===== src/rtl/dcache_pkg.sv =====
// Shared types and constants for the data-cache controller slice.
package dcache_pkg;

    localparam int STAT_W = 32;

    typedef enum logic [2:0] {
        IDLE     = 3'd0,
        LOOKUP   = 3'd1,
        MEM_RD   = 3'd2,
        MEM_WAIT = 3'd3,
        FILL     = 3'd4,
        WR_CACHE = 3'd5,
        MEM_WR   = 3'd6,
        RESP     = 3'd7
    } state_t;

endpackage


===== src/rtl/dcache_ctrl_if.sv =====
// CPU, cache-array and DRAM signals of dcache_ctrl; master = controller side, slave = environment side.
interface dcache_ctrl_if #(
    parameter int IDX_W  = 8,
    parameter int TAG_W  = 8,
    parameter int DATA_W = 32
);
    localparam int ADDR_W = TAG_W + IDX_W;
    localparam int LINE_W = TAG_W + DATA_W + 1;

    logic              cpu_req_valid;
    logic              cpu_req_ready;
    logic              cpu_req_we;
    logic [ADDR_W-1:0] cpu_req_addr;
    logic [DATA_W-1:0] cpu_req_wdata;
    logic              cpu_rsp_valid;
    logic [DATA_W-1:0] cpu_rsp_rdata;
    logic              cache_enable;
    logic              rd_wr_sel;
    logic [IDX_W-1:0]  index_sel;
    logic [LINE_W-1:0] write_index;
    logic              cache_valid;
    logic [TAG_W-1:0]  cache_tag;
    logic [DATA_W-1:0] cache_data_io;
    logic              mem_req_valid;
    logic              mem_req_ready;
    logic              mem_req_we;
    logic [ADDR_W-1:0] mem_req_addr;
    logic [DATA_W-1:0] mem_req_wdata;
    logic              mem_rsp_valid;
    logic [DATA_W-1:0] mem_rsp_rdata;

    modport master (
        input  cpu_req_valid, cpu_req_we, cpu_req_addr, cpu_req_wdata,
        output cpu_req_ready, cpu_rsp_valid, cpu_rsp_rdata,
        output cache_enable, rd_wr_sel, index_sel, write_index,
        input  cache_valid, cache_tag, cache_data_io,
        output mem_req_valid, mem_req_we, mem_req_addr, mem_req_wdata,
        input  mem_req_ready, mem_rsp_valid, mem_rsp_rdata
    );

    modport slave (
        output cpu_req_valid, cpu_req_we, cpu_req_addr, cpu_req_wdata,
        input  cpu_req_ready, cpu_rsp_valid, cpu_rsp_rdata,
        input  cache_enable, rd_wr_sel, index_sel, write_index,
        output cache_valid, cache_tag, cache_data_io,
        input  mem_req_valid, mem_req_we, mem_req_addr, mem_req_wdata,
        output mem_req_ready, mem_rsp_valid, mem_rsp_rdata
    );

endinterface


===== src/rtl/dcache_stat_ctr.sv =====
// Saturating event counter used for the optional hit/miss statistics.
module dcache_stat_ctr
    import dcache_pkg::*;
(
    input  logic              clk,
    input  logic              rst,
    input  logic              inc,
    output logic [STAT_W-1:0] count
);

    logic [STAT_W-1:0] count_r;

    // Count up on inc, holding at all-ones
    always_ff @(posedge clk) begin
        if (rst) begin
            count_r <= '0;
        end else if (inc && (count_r != {STAT_W{1'b1}})) begin
            count_r <= count_r + STAT_W'(1);
        end else begin
            count_r <= count_r;
        end
    end

    assign count = count_r;

endmodule


===== src/rtl/dcache_ctrl.sv =====
// Write-through, write-allocate data-cache controller in front of a one-word-per-line array.
// Optional hit/miss counters are built when DCACHE_STATS_EN is defined.
module dcache_ctrl
    import dcache_pkg::*;
#(
    parameter int INDEX_COUNT = 256,
    parameter int DATA_W      = 32,
    parameter int TAG_W       = 8
) (
    input  logic clk,
    input  logic rst,
    dcache_ctrl_if.master bus
`ifdef DCACHE_STATS_EN
    ,
    output logic [STAT_W-1:0] hit_count,
    output logic [STAT_W-1:0] miss_count
`endif
);

    localparam int IDX_W  = $clog2(INDEX_COUNT);
    localparam int ADDR_W = TAG_W + IDX_W;
    localparam int LINE_W = TAG_W + DATA_W + 1;

    state_t            state_r, state_s;
    logic [ADDR_W-1:0] addr_r, addr_s;
    logic              we_r, we_s;
    logic [DATA_W-1:0] wdata_r, wdata_s;
    logic [DATA_W-1:0] rdata_r, rdata_s;
    logic              accept_s, hit_s;

    logic              ready_r, ready_s;
    logic              rsp_valid_r, rsp_valid_s;
    logic [DATA_W-1:0] rsp_rdata_r, rsp_rdata_s;
    logic              cache_en_r, cache_en_s;
    logic [IDX_W-1:0]  index_r, index_s;
    logic [LINE_W-1:0] line_r, line_s;
    logic              mem_valid_r, mem_valid_s;
    logic              mem_we_r, mem_we_s;
    logic [ADDR_W-1:0] mem_addr_r, mem_addr_s;
    logic [DATA_W-1:0] mem_wdata_r, mem_wdata_s;

    assign accept_s = bus.cpu_req_valid && ready_r;
    assign hit_s    = bus.cache_valid && (bus.cache_tag == addr_r[ADDR_W-1:IDX_W]);

    // Next state and request/data latch updates
    always_comb begin
        state_s = state_r;
        addr_s  = addr_r;
        we_s    = we_r;
        wdata_s = wdata_r;
        rdata_s = rdata_r;
        case (state_r)
            IDLE: begin
                if (accept_s) begin
                    state_s = LOOKUP;
                    addr_s  = bus.cpu_req_addr;
                    we_s    = bus.cpu_req_we;
                    wdata_s = bus.cpu_req_wdata;
                    rdata_s = '0;
                end else begin
                    state_s = IDLE;
                end
            end
            LOOKUP: begin
                if (we_r) begin
                    state_s = WR_CACHE;
                end else if (hit_s) begin
                    state_s = RESP;
                    rdata_s = bus.cache_data_io;
                end else begin
                    state_s = MEM_RD;
                end
            end
            MEM_RD: begin
                if (bus.mem_req_ready) state_s = MEM_WAIT;
                else                   state_s = MEM_RD;
            end
            MEM_WAIT: begin
                if (bus.mem_rsp_valid) begin
                    state_s = FILL;
                    rdata_s = bus.mem_rsp_rdata;
                end else begin
                    state_s = MEM_WAIT;
                end
            end
            FILL:     state_s = RESP;
            WR_CACHE: state_s = MEM_WR;
            MEM_WR: begin
                if (bus.mem_req_ready) state_s = RESP;
                else                   state_s = MEM_WR;
            end
            RESP:     state_s = IDLE;
            default:  state_s = IDLE;
        endcase
    end

    // Outputs decoded from the upcoming state so they can be registered without extra latency
    always_comb begin
        ready_s     = 1'b0;
        rsp_valid_s = 1'b0;
        rsp_rdata_s = '0;
        cache_en_s  = 1'b0;
        index_s     = addr_s[IDX_W-1:0];
        line_s      = '0;
        mem_valid_s = 1'b0;
        mem_we_s    = 1'b0;
        mem_addr_s  = '0;
        mem_wdata_s = '0;
        case (state_s)
            IDLE: begin
                ready_s = 1'b1;
                index_s = '0;
            end
            MEM_RD: begin
                mem_valid_s = 1'b1;
                mem_addr_s  = addr_s;
            end
            FILL: begin
                cache_en_s = 1'b1;
                line_s     = {1'b1, addr_s[ADDR_W-1:IDX_W], rdata_s};
            end
            WR_CACHE: begin
                cache_en_s = 1'b1;
                line_s     = {1'b1, addr_s[ADDR_W-1:IDX_W], wdata_s};
            end
            MEM_WR: begin
                mem_valid_s = 1'b1;
                mem_we_s    = 1'b1;
                mem_addr_s  = addr_s;
                mem_wdata_s = wdata_s;
            end
            RESP: begin
                rsp_valid_s = 1'b1;
                if (we_s) rsp_rdata_s = '0;
                else      rsp_rdata_s = rdata_s;
            end
            default: begin
                index_s = addr_s[IDX_W-1:0];
            end
        endcase
    end

    // State, latch and output registers
    always_ff @(posedge clk) begin
        if (rst) begin
            state_r     <= IDLE;
            addr_r      <= '0;
            we_r        <= 1'b0;
            wdata_r     <= '0;
            rdata_r     <= '0;
            ready_r     <= 1'b0;
            rsp_valid_r <= 1'b0;
            rsp_rdata_r <= '0;
            cache_en_r  <= 1'b0;
            index_r     <= '0;
            line_r      <= '0;
            mem_valid_r <= 1'b0;
            mem_we_r    <= 1'b0;
            mem_addr_r  <= '0;
            mem_wdata_r <= '0;
        end else begin
            state_r     <= state_s;
            addr_r      <= addr_s;
            we_r        <= we_s;
            wdata_r     <= wdata_s;
            rdata_r     <= rdata_s;
            ready_r     <= ready_s;
            rsp_valid_r <= rsp_valid_s;
            rsp_rdata_r <= rsp_rdata_s;
            cache_en_r  <= cache_en_s;
            index_r     <= index_s;
            line_r      <= line_s;
            mem_valid_r <= mem_valid_s;
            mem_we_r    <= mem_we_s;
            mem_addr_r  <= mem_addr_s;
            mem_wdata_r <= mem_wdata_s;
        end
    end

    assign bus.cpu_req_ready = ready_r;
    assign bus.cpu_rsp_valid = rsp_valid_r;
    assign bus.cpu_rsp_rdata = rsp_rdata_r;
    assign bus.cache_enable  = cache_en_r;
    // The array is only ever enabled to write, so the select tracks the enable
    assign bus.rd_wr_sel     = cache_en_r;
    assign bus.index_sel     = index_r;
    assign bus.write_index   = line_r;
    assign bus.mem_req_valid = mem_valid_r;
    assign bus.mem_req_we    = mem_we_r;
    assign bus.mem_req_addr  = mem_addr_r;
    assign bus.mem_req_wdata = mem_wdata_r;

`ifdef DCACHE_STATS_EN
    logic hit_inc_s, miss_inc_s;

    assign hit_inc_s  = (state_r == LOOKUP) && !we_r && hit_s;
    assign miss_inc_s = (state_r == LOOKUP) && !we_r && !hit_s;

    dcache_stat_ctr u_hit_ctr (
        .clk   (clk),
        .rst   (rst),
        .inc   (hit_inc_s),
        .count (hit_count)
    );

    dcache_stat_ctr u_miss_ctr (
        .clk   (clk),
        .rst   (rst),
        .inc   (miss_inc_s),
        .count (miss_count)
    );
`endif

endmodule


===== src/flat_wrapper.sv =====
// flat-port wrapper written by rule: the top's interface ports become plain ports
module dcache_ctrl_flat import dcache_pkg::*;
#(
    parameter int INDEX_COUNT = 256,
    parameter int DATA_W      = 32,
    parameter int TAG_W       = 8
)
  (clk, rst, bus_cpu_req_valid, bus_cpu_req_we, bus_cpu_req_addr, bus_cpu_req_wdata, bus_cpu_req_ready, bus_cpu_rsp_valid, bus_cpu_rsp_rdata, bus_cache_enable, bus_rd_wr_sel, bus_index_sel, bus_write_index, bus_cache_valid, bus_cache_tag, bus_cache_data_io, bus_mem_req_valid, bus_mem_req_we, bus_mem_req_addr, bus_mem_req_wdata, bus_mem_req_ready, bus_mem_rsp_valid, bus_mem_rsp_rdata);
  dcache_ctrl_if #(.TAG_W(TAG_W), .DATA_W(DATA_W)) bus_i ();
  input  logic clk;
  input  logic rst;
  input wire logic [$bits(bus_i.cpu_req_valid)-1:0] bus_cpu_req_valid;
  input wire logic [$bits(bus_i.cpu_req_we)-1:0] bus_cpu_req_we;
  input wire logic [$bits(bus_i.cpu_req_addr)-1:0] bus_cpu_req_addr;
  input wire logic [$bits(bus_i.cpu_req_wdata)-1:0] bus_cpu_req_wdata;
  output wire logic [$bits(bus_i.cpu_req_ready)-1:0] bus_cpu_req_ready;
  output wire logic [$bits(bus_i.cpu_rsp_valid)-1:0] bus_cpu_rsp_valid;
  output wire logic [$bits(bus_i.cpu_rsp_rdata)-1:0] bus_cpu_rsp_rdata;
  output wire logic [$bits(bus_i.cache_enable)-1:0] bus_cache_enable;
  output wire logic [$bits(bus_i.rd_wr_sel)-1:0] bus_rd_wr_sel;
  output wire logic [$bits(bus_i.index_sel)-1:0] bus_index_sel;
  output wire logic [$bits(bus_i.write_index)-1:0] bus_write_index;
  input wire logic [$bits(bus_i.cache_valid)-1:0] bus_cache_valid;
  input wire logic [$bits(bus_i.cache_tag)-1:0] bus_cache_tag;
  input wire logic [$bits(bus_i.cache_data_io)-1:0] bus_cache_data_io;
  output wire logic [$bits(bus_i.mem_req_valid)-1:0] bus_mem_req_valid;
  output wire logic [$bits(bus_i.mem_req_we)-1:0] bus_mem_req_we;
  output wire logic [$bits(bus_i.mem_req_addr)-1:0] bus_mem_req_addr;
  output wire logic [$bits(bus_i.mem_req_wdata)-1:0] bus_mem_req_wdata;
  input wire logic [$bits(bus_i.mem_req_ready)-1:0] bus_mem_req_ready;
  input wire logic [$bits(bus_i.mem_rsp_valid)-1:0] bus_mem_rsp_valid;
  input wire logic [$bits(bus_i.mem_rsp_rdata)-1:0] bus_mem_rsp_rdata;
  assign bus_i.cpu_req_valid = bus_cpu_req_valid;
  assign bus_i.cpu_req_we = bus_cpu_req_we;
  assign bus_i.cpu_req_addr = bus_cpu_req_addr;
  assign bus_i.cpu_req_wdata = bus_cpu_req_wdata;
  assign bus_cpu_req_ready = bus_i.cpu_req_ready;
  assign bus_cpu_rsp_valid = bus_i.cpu_rsp_valid;
  assign bus_cpu_rsp_rdata = bus_i.cpu_rsp_rdata;
  assign bus_cache_enable = bus_i.cache_enable;
  assign bus_rd_wr_sel = bus_i.rd_wr_sel;
  assign bus_index_sel = bus_i.index_sel;
  assign bus_write_index = bus_i.write_index;
  assign bus_i.cache_valid = bus_cache_valid;
  assign bus_i.cache_tag = bus_cache_tag;
  assign bus_i.cache_data_io = bus_cache_data_io;
  assign bus_mem_req_valid = bus_i.mem_req_valid;
  assign bus_mem_req_we = bus_i.mem_req_we;
  assign bus_mem_req_addr = bus_i.mem_req_addr;
  assign bus_mem_req_wdata = bus_i.mem_req_wdata;
  assign bus_i.mem_req_ready = bus_mem_req_ready;
  assign bus_i.mem_rsp_valid = bus_mem_rsp_valid;
  assign bus_i.mem_rsp_rdata = bus_mem_rsp_rdata;
  dcache_ctrl #(.INDEX_COUNT(INDEX_COUNT), .DATA_W(DATA_W), .TAG_W(TAG_W)) u_core (.clk(clk), .rst(rst), .bus(bus_i));
endmodule

===== config.mk =====
export PLATFORM = sky130hd
export DESIGN_NAME = dcache_ctrl_flat
export DESIGN_NICKNAME = d
export VERILOG_FILES = /design/src/rtl/dcache_pkg.sv /design/src/rtl/dcache_ctrl_if.sv /design/src/rtl/dcache_stat_ctr.sv /design/src/rtl/dcache_ctrl.sv /design/src/flat_wrapper.sv
export SDC_FILE = /design/constraint.sdc
export NUM_CORES = 1
export LEC_CHECK = 0
export BUFFER_PORTS_ARGS = -buffer_cell sky130_fd_sc_hd__buf_2
export CORE_ASPECT_RATIO = 0.6
export CORE_UTILIZATION = 30
export CTS_CLUSTER_DIAMETER = 150
export CTS_CLUSTER_SIZE = 24
export DETAILED_ROUTE_END_ITERATION = 12
export GPL_ROUTABILITY_DRIVEN = 1
export MAX_ROUTING_LAYER = met4
export PLACE_DENSITY = 0.53
export SLEW_MARGIN = 20
export SYNTH_ARGS = -nofsm -noshare
export SYNTH_HDL_FRONTEND = slang
export SYNTH_SLANG_ARGS = --single-unit
export TNS_END_PERCENT = 10

===== constraint.sdc =====
create_clock -name clk -period 5.1 [get_ports clk]
set_input_delay 1.02 -clock clk [delete_from_list [all_inputs] [get_ports clk]]
set_output_delay 1.02 -clock clk [all_outputs]
set_load 0.03 [all_outputs]

==> results.md, run 1 <==
- Status: completed
- Post-Synth Adder-Cell Area: 0%
- Max Cap Viol: 0
- Clock Tree Buf Depth: 3
- Tcrit/Tclk final: 51.09%
- Initial core utilization: 30.98%
- Buffer count from post-CTS setup fixing: 0
- Worst setup startpoint: u_core.state_r[0]$_SDFF_PP0_
- Mapped cell area: 0.007249 mm^2
- HP Class: reg2reg
- Layout cells sized above 1: 32.76%
- Initial antenna violation count: 2
- Cells after Synth: 693
- Cell taking the most area after synthesis: dfxtp_1
- Synth Warn #: 0
- Post-Synth Simple-Gate Area: 11.79%
- Cell row count: 43
- HPWL after DPL: 15320 um
- Largest net degree at the start of global routing: 75
- IR drop worst, VDD: ~0.00015 V
- CP Launch Type: register
- Final nets: 1055
- Tightest Pin Transition: 969.3 ps
- Setup TNS: 0 ps
- Total CTS buffers: 13
- Vias/cell: 4.889
- Pins over their slew limit: 0
- Global route overflow: 0
- RSZ-0062 raised after global routing: no
- Area contributors post-synth: dfxtp_1 60%, mux2i_1 6.8%, a21oi_1 5.0%
- Sequential cell area fraction in the yosys report: 59.92%
- TritonCTS Sinks: around 220
- Setup CP Type: reg2reg
- Worst setup endpoint: u_core.bus.write_index[30]$_SDFF_PP0_
- Final Skew: approximately 26 ps
- Die Span X: 202.7 um
- DIE AREA: 0.02481 mm^2
- Clock Tree Root: clkbuf_16
- LEAKAGE: 3.827 nW
- Total Routing Usage GR: 18.09%
- Max incr delay on CP: 730 ps
- Synthesis-stage register bit count: 217
- Critical path, cell by cell: nand2_1, o32ai_1, nand3b_1, buf_4, o22ai_1
- Final Non-Filler Cells: 1245
- CP required: ~5500 ps
- Post-route ant nets: 0
- Filler Cells Inserted: 2365
- Drt drc: 0
- Synth Area in Compound Gates: approximately 16%
- R2R cell count: 5
- Largest fanout on the critical path: 17
- Placed insts: 1228
- P&R area growth vs syn: 26.29%
- Main combinational cell family by area after synthesis: compound AO/OA/AOI/OAI gates
- Yosys top cell area share: 59.92%
- Post-CTS sizing: 0
- Final hold vios: 0
- 1st-pass router iterations: 4
- Post-synthesis mux area share: under 10%
- Worst-skew pair later-pin latency: 470 ps
- CP max stage cell: nand3b_1
- CP Capture Type: register
- CTS Hold Buffers Added: 0
- IO Port Bufs: 261
- Yosys cell types: 40
- Gp weighted congestion: roughly 0.8
- Routed wire length: ~22000 um
- Post-Syn Nets: 820
- Xor and xnor area share after synthesis: 0.9665%
- Max frequency: 383.8 MHz
- I/O pin cnt: around 260
- Pwr dens: 349.8 mW/mm^2
- Vias in the first global route: 5914
- Via Count: between 6k and 7k
- First-iteration detailed-routing DRC count: 327
- R2R Path End: u_core.bus.write_index[30]$_SDFF_PP0_
- Clock Pin Slew Worst Setup and Hold Paths: approximately 90 ps
- Reg2reg start: u_core.state_r[0]$_SDFF_PP0_
- Die Ht: 122.4 um
- Worst Path Arrival: between 2000 and 3000 ps
- Min cycle time layout: about 2600 ps
- TritonCTS clock tree: yes
- WL/cell: 18.00 um
- Htree depth: 1
- Final setup vio count: 0
- Core box area: approximately 0.023 mm^2
- Global-route wire length before repair: 33840 um
- Worst slew margin: 35.19%
- Mean post-synth cell area: 10.46 um^2
- Worst reg2reg setup slack: 2490 ps
per-stage QoR:
step                hold WS (ps)  utilization (%)  power, mW  cell area [um^2]  setup WS, ps
floorplan                  468.4                -      2.040              7249          2300
global placement           479.5            37.56      2.194              8791          2078
detailed placement         487.8            37.56      2.196              8791          2054
CTS                        501.4            39.10      3.242              9150          2425
global route               511.4            39.12      3.340              9155          2337
finish                     502.0            39.12      3.203              9155          2494
layout by cell type (no fill, tap or decap), types with 2 or more instances in the layout:
cell and n:
nand2b_1 2, dfxtp_1 217, nand3b_1 3, mux2_2 2
a221oi_1 32, mux2i_1 49, nor2_1 87, o22ai_1 33
diode_2 2, buf_2 260, buf_4 15, a22oi_2 6
xor2_1 7, nor3b_1 2, a21oi_1 72, nand2_1 9
clkbuf_16 13, nor3_1 34, nor2b_1 3, a22oi_1 26
nand3_1 33, o21a_1 2
logic make-up (layout without fill, tap and decap cells):
| logic type | Yosys count | in the layout |
|---|---|---|
| AOI/OAI and AO/OA | 178 | 178 |
| DFF | 217 | 217 |
| xor gates and xnor gates | 8 | 8 |
| buffers and inverters | 56 | 291 |
| and+or+nand+nor | 183 | 183 |
| other | 0 | 2 |
| muxes | 51 | 51 |
Yosys cell counts:
| library cell | count |
|---|---|
| nand2b_1 | 3 |
| buf_2 | 6 |
| o22a_1 | 1 |
| o21a_1 | 2 |
| or4_4 | 1 |
| buf_6 | 7 |
| buf_4 | 4 |
| nor4b_1 | 1 |
| buf_1 | 4 |
| nor2_1 | 87 |
| inv_1 | 1 |
| o2bb2ai_1 | 1 |
| nand4_1 | 1 |
| mux2_2 | 2 |
| o211ai_1 | 1 |
| clkbuf_1 | 34 |
| nor3b_1 | 2 |
| a22oi_1 | 26 |
| a221oi_1 | 32 |
| nand3_1 | 33 |
| xor2_1 | 7 |
| nor3_1 | 35 |
| nor2b_1 | 3 |
| or3_1 | 1 |
| nor4_1 | 1 |
| a21oi_1 | 72 |
| xnor2_1 | 1 |
| mux2i_1 | 49 |
| nor4_4 | 1 |
| nand3b_1 | 3 |
| a22oi_2 | 6 |
| nand2_1 | 9 |
| o32ai_1 | 1 |
| o21ai_0 | 1 |
| o22ai_1 | 33 |
| or2_2 | 1 |
| nor3b_2 | 1 |
| dfxtp_1 | 217 |
| o21ai_1 | 1 |
| a31oi_1 | 1 |
worst max-delay path: cells and delay by family, from the launching register on:
family	cells	cell delay [ps]
flip-flops	1	620
AO/OA/AOI/OAI	2	380
AND/OR/NAND/NOR	2	970
buffers and inverters	1	510
registers in the layout (all words and copies together) (netlist names):
| name | count |
|---|---|
| u_core.bus.write_index | 40 |
| u_core.bus.cpu_req_ready | 1 |
| u_core.bus.cpu_rsp_rdata | 32 |
| u_core.state_r | 3 |
| u_core.bus.mem_req_addr | 16 |
| u_core.bus.cache_enable | 1 |
| u_core.bus.cpu_rsp_valid | 1 |
| u_core.addr_r | 16 |
| u_core.rdata_r | 32 |
| u_core.we_r | 1 |
| u_core.bus.mem_req_valid | 1 |
| u_core.bus.mem_req_wdata | 32 |
| u_core.wdata_r | 32 |
| u_core.bus.mem_req_we | 1 |
| u_core.bus.index_sel | 8 |
power by group:
| part | internal (mW) | total, mW | switching [mW] |
|---|---|---|---|
| Clock | 0.474 | 1.05 | 0.573 |
| Combinational | 0.131 | 0.395 | 0.264 |
| Sequential | 1.74 | 1.76 | 0.0221 |
final cells by class:
| cell class | instances | area (um^2) | share of cell area, % |
|---|---|---|---|
| well taps | 315 | 394.1 | 4.305 |
| repair buffers | 275 | 1414 | 15.44 |
| diodes | 2 | 5.005 | 0.05467 |
| flip-flops and latches | 217 | 4344 | 47.45 |
| inverters | 1 | 3.754 | 0.04100 |
| clock inverters | 1 | 30.03 | 0.3280 |
| clock buffers | 14 | 329.1 | 3.594 |
| multi-input cells | 420 | 2635 | 28.78 |
per-layer routing:
| layer | up-vias | part of all wire [%] | track usage (%) |
|---|---|---|---|
| met5 | - | 0 | - |
| met4 | 0 | 1.5 | 3.477 |
| met3 | 19 | 8.2 | 5.470 |
| met2 | 226 | 40 | 25.28 |
| met1 | 2865 | 50 | 25.51 |
| li1 | 2977 | - | - |
worst min path at each step:
stage / start / endpoint / slack [ps] / depth (start not counted)
after floorplan: u_core.rdata_r[0]$_SDFF_PP0_ / u_core.bus.cpu_rsp_rdata[0]$_SDFF_PP0_ / 470 / 2
after global placement: u_core.rdata_r[9]$_SDFF_PP0_ / u_core.bus.cpu_rsp_rdata[9]$_SDFF_PP0_ / 480 / 2
after detailed placement: u_core.rdata_r[19]$_SDFF_PP0_ / u_core.rdata_r[19]$_SDFF_PP0_ / 490 / 2
after CTS: u_core.rdata_r[19]$_SDFF_PP0_ / u_core.bus.cpu_rsp_rdata[19]$_SDFF_PP0_ / 500 / 2
after global routing: u_core.rdata_r[15]$_SDFF_PP0_ / u_core.bus.cpu_rsp_rdata[15]$_SDFF_PP0_ / 510 / 2
final: u_core.rdata_r[15]$_SDFF_PP0_ / u_core.bus.cpu_rsp_rdata[15]$_SDFF_PP0_ / 500 / 2
Power figures use the tool's default switching activity.
==> inputs of run 2 (changes only) <==
Settings changed: PLACE_DENSITY 0.53 to 0.55.
Clock period 5.1 ns to 2.1 ns, I/O delays scaled along.
==> results.md, run 2 (same netlist as run 1, synthesis figures left out) <==
- Status: completed
- Clock Tree Root: clkbuf_16
- IO Port Bufs: roughly 260
- Htree depth: 1
- Comb power frac: 13.5%
- Final hold vios: 0
- Sw power: 2.115 mW
- Cell depth of the worst setup path: 7
- Pins over their slew limit: 0
- Commonest non-fill, non-tap cells in the layout: 260 x buf_2, 216 x dfxtp_1, 87 x nor2_1, 71 x a21oi_1, 49 x mux2i_1
- Largest net degree at the start of global routing: 62
- Max frequency: 483.3 MHz
- P&R area growth vs syn: 31.12%
- Hold WS: 206.8 ps
- Cell internal pwr: approximately 5.8 mW
- HP Class: in2reg
- R2R cell count: 7
- Drt drc: 0
- Worst path bufs/invs: 2
- Gp weighted congestion: approximately 0.8
- Worst Path Arrival: 2480 ps
- Placed insts: approximately 1.2k
- Clock Pin Slew Worst Setup and Hold Paths: 100 ps
- Final design area excluding fillers: around 0.0095 mm^2
- TritonCTS clock tree: yes
- CP max stage cell: or4_4
- Via Count: between 6k and 7k
- Leading cell type in the layout, fill and taps excluded: buf_2
- Clock Tree Buf Depth: 3
- Routed wire length: 22780 um
- Placement Cell Area: 0.009014 mm^2
- WL/cell: between 15 and 20 um
- Final Non-Filler Cells: 1270
- Vias/cell: 4.851
- Total CTS buffers: 13
- DIE AREA: 0.02481 mm^2
- Cell row count: 43
- CP Launch Type: register
- Die Ht: 122.4 um
- CP Capture Type: register
- Global-route wire length before repair: 33660 um
- Global route overflow: 0
- Critical path, cell by cell: xor2_1, or4_4, nor4_4, buf_6, clkbuf_16, a221oi_1, o22ai_1
- TritonCTS Sinks: 217
- Vias in the first global route: a little under 6k
- CP top delay family: simple AND/OR/NAND/NOR gates
- Clock network fraction of design power: 32.4%
- Post-route ant nets: 0
- Initial core utilization: 30.98%
- Overall Power: between 7 and 8 mW
- LEAKAGE: 3.978 nW
- HPWL after DPL: ~16000 um
- Final nets: about 1.1k
- Worst-skew pair later-pin latency: 480 ps
- Tcrit/Tclk final: 98.54%
- Setup CP Type: reg2reg
- Largest register FFs: 40
- Layout cells sized above 1: a little over a third
- First-iteration detailed-routing DRC count: 327
- Net Sw Frac: around 27%
- Largest fanout on the critical path: 17
- Flop pwr share: ~54%
- Cell depth of the worst hold path: 3
- Pwr dens: 829.4 mW/mm^2
- Initial antenna violation count: 3
- Die Span X: 202.7 um
- CP required: between 2000 and 3000 ps
- CTS Hold Buffers Added: 0
- 1st-pass router iterations: 5
- Min cycle time layout: between 2000 and 2500 ps
- Max incr delay on CP: 560 ps
- Final setup vio count: 0
- IR drop worst, VDD: 0.0006903 V
- Filler Cells Inserted: 2339
- Tightest Pin Transition: 697.2 ps
- Max Cap Viol: 0
- RSZ-0062 raised after global routing: yes
- Final Skew: ~27 ps
- Worst slew margin: a little over half
- Core box area: ~0.023 mm^2
- I/O pin cnt: 262
- Total Routing Usage GR: 18.02%
## run 2: metrics by stage
stage                     utilization [%]  setup slack (ps)  TNS (ps)
after floorplan                         -             33.88         0
after global placement              38.51            -157.7     -7656
after detailed placement            38.51            -180.2     -8845
after CTS                           40.07             38.78         0
after global routing                40.58            -87.69     -3825
final                               40.61             30.70         0
## run 2: area by class of cell
type                    count  area [um^2]  share of cell area (%)
flip-flops and latches    217         4345                   45.72
multi-input cells         420         2690                   28.30
repair buffers            296         1698                   17.86
well taps                 315        394.1                   4.146
clock buffers              14        329.1                   3.462
clock inverters             1        30.03                  0.3159
diodes                      6        15.01                  0.1580
inverters                   1        3.754                 0.03949
## run 2: final timing paths
path / startpoint / end / slack [ps]
worst min-delay path: bus_cpu_req_we / u_core.we_r$_SDFF_PP0_ / 210
worst min register to register: u_core.rdata_r[27]$_SDFF_PP0_ / u_core.rdata_r[27]$_SDFF_PP0_ / 500
worst max register to register: u_core.addr_r[10]$_SDFF_PP0_ / u_core.bus.write_index[28]$_SDFF_PP0_ / 30
worst max-delay path: u_core.addr_r[10]$_SDFF_PP0_ / u_core.bus.write_index[28]$_SDFF_PP0_ / 30
## run 2: metal layers
layer  global-route usage [%]  up-vias  routed length, um
met3                    5.231       22               1763
met1                    25.83     2878              11610
met5                        -        -                  0
li1                         -     3024                  -
met4                    2.820        0                261
met2                    25.11      237               9147
## run 2: worst reg2reg max path: cells and delay by family (launching register included)
family                    cells  cell delay [ps]
AOI/OAI and AO/OA             2              250
DFF                           1              340
and+or+nand+nor               2              840
buffers and inverters         2              400
xor gates and xnor gates      1              160
## run 2: power groups by stage
| stage | registers [mW] | clock network, mW | logic [mW] |
|---|---|---|---|
| final | 4.26 | 2.56 | 1.07 |
| after floorplan | 4.41 | 0 | 0.543 |
| after CTS | 4.26 | 2.65 | 1.07 |
| after global placement | 4.36 | 0 | 1.06 |
| after detailed placement | 4.36 | 0 | 1.06 |
| after global routing | 4.28 | 2.83 | 1.16 |
## run 2: timing repair
item                       in CTS  in global routing
setup buffers                   0                  1
setup endpoints to repair       1                 72
cloned                          0                  2
hold endpoints to repair        0                  0
pin swaps                       0                 25
resized for setup               1                 12
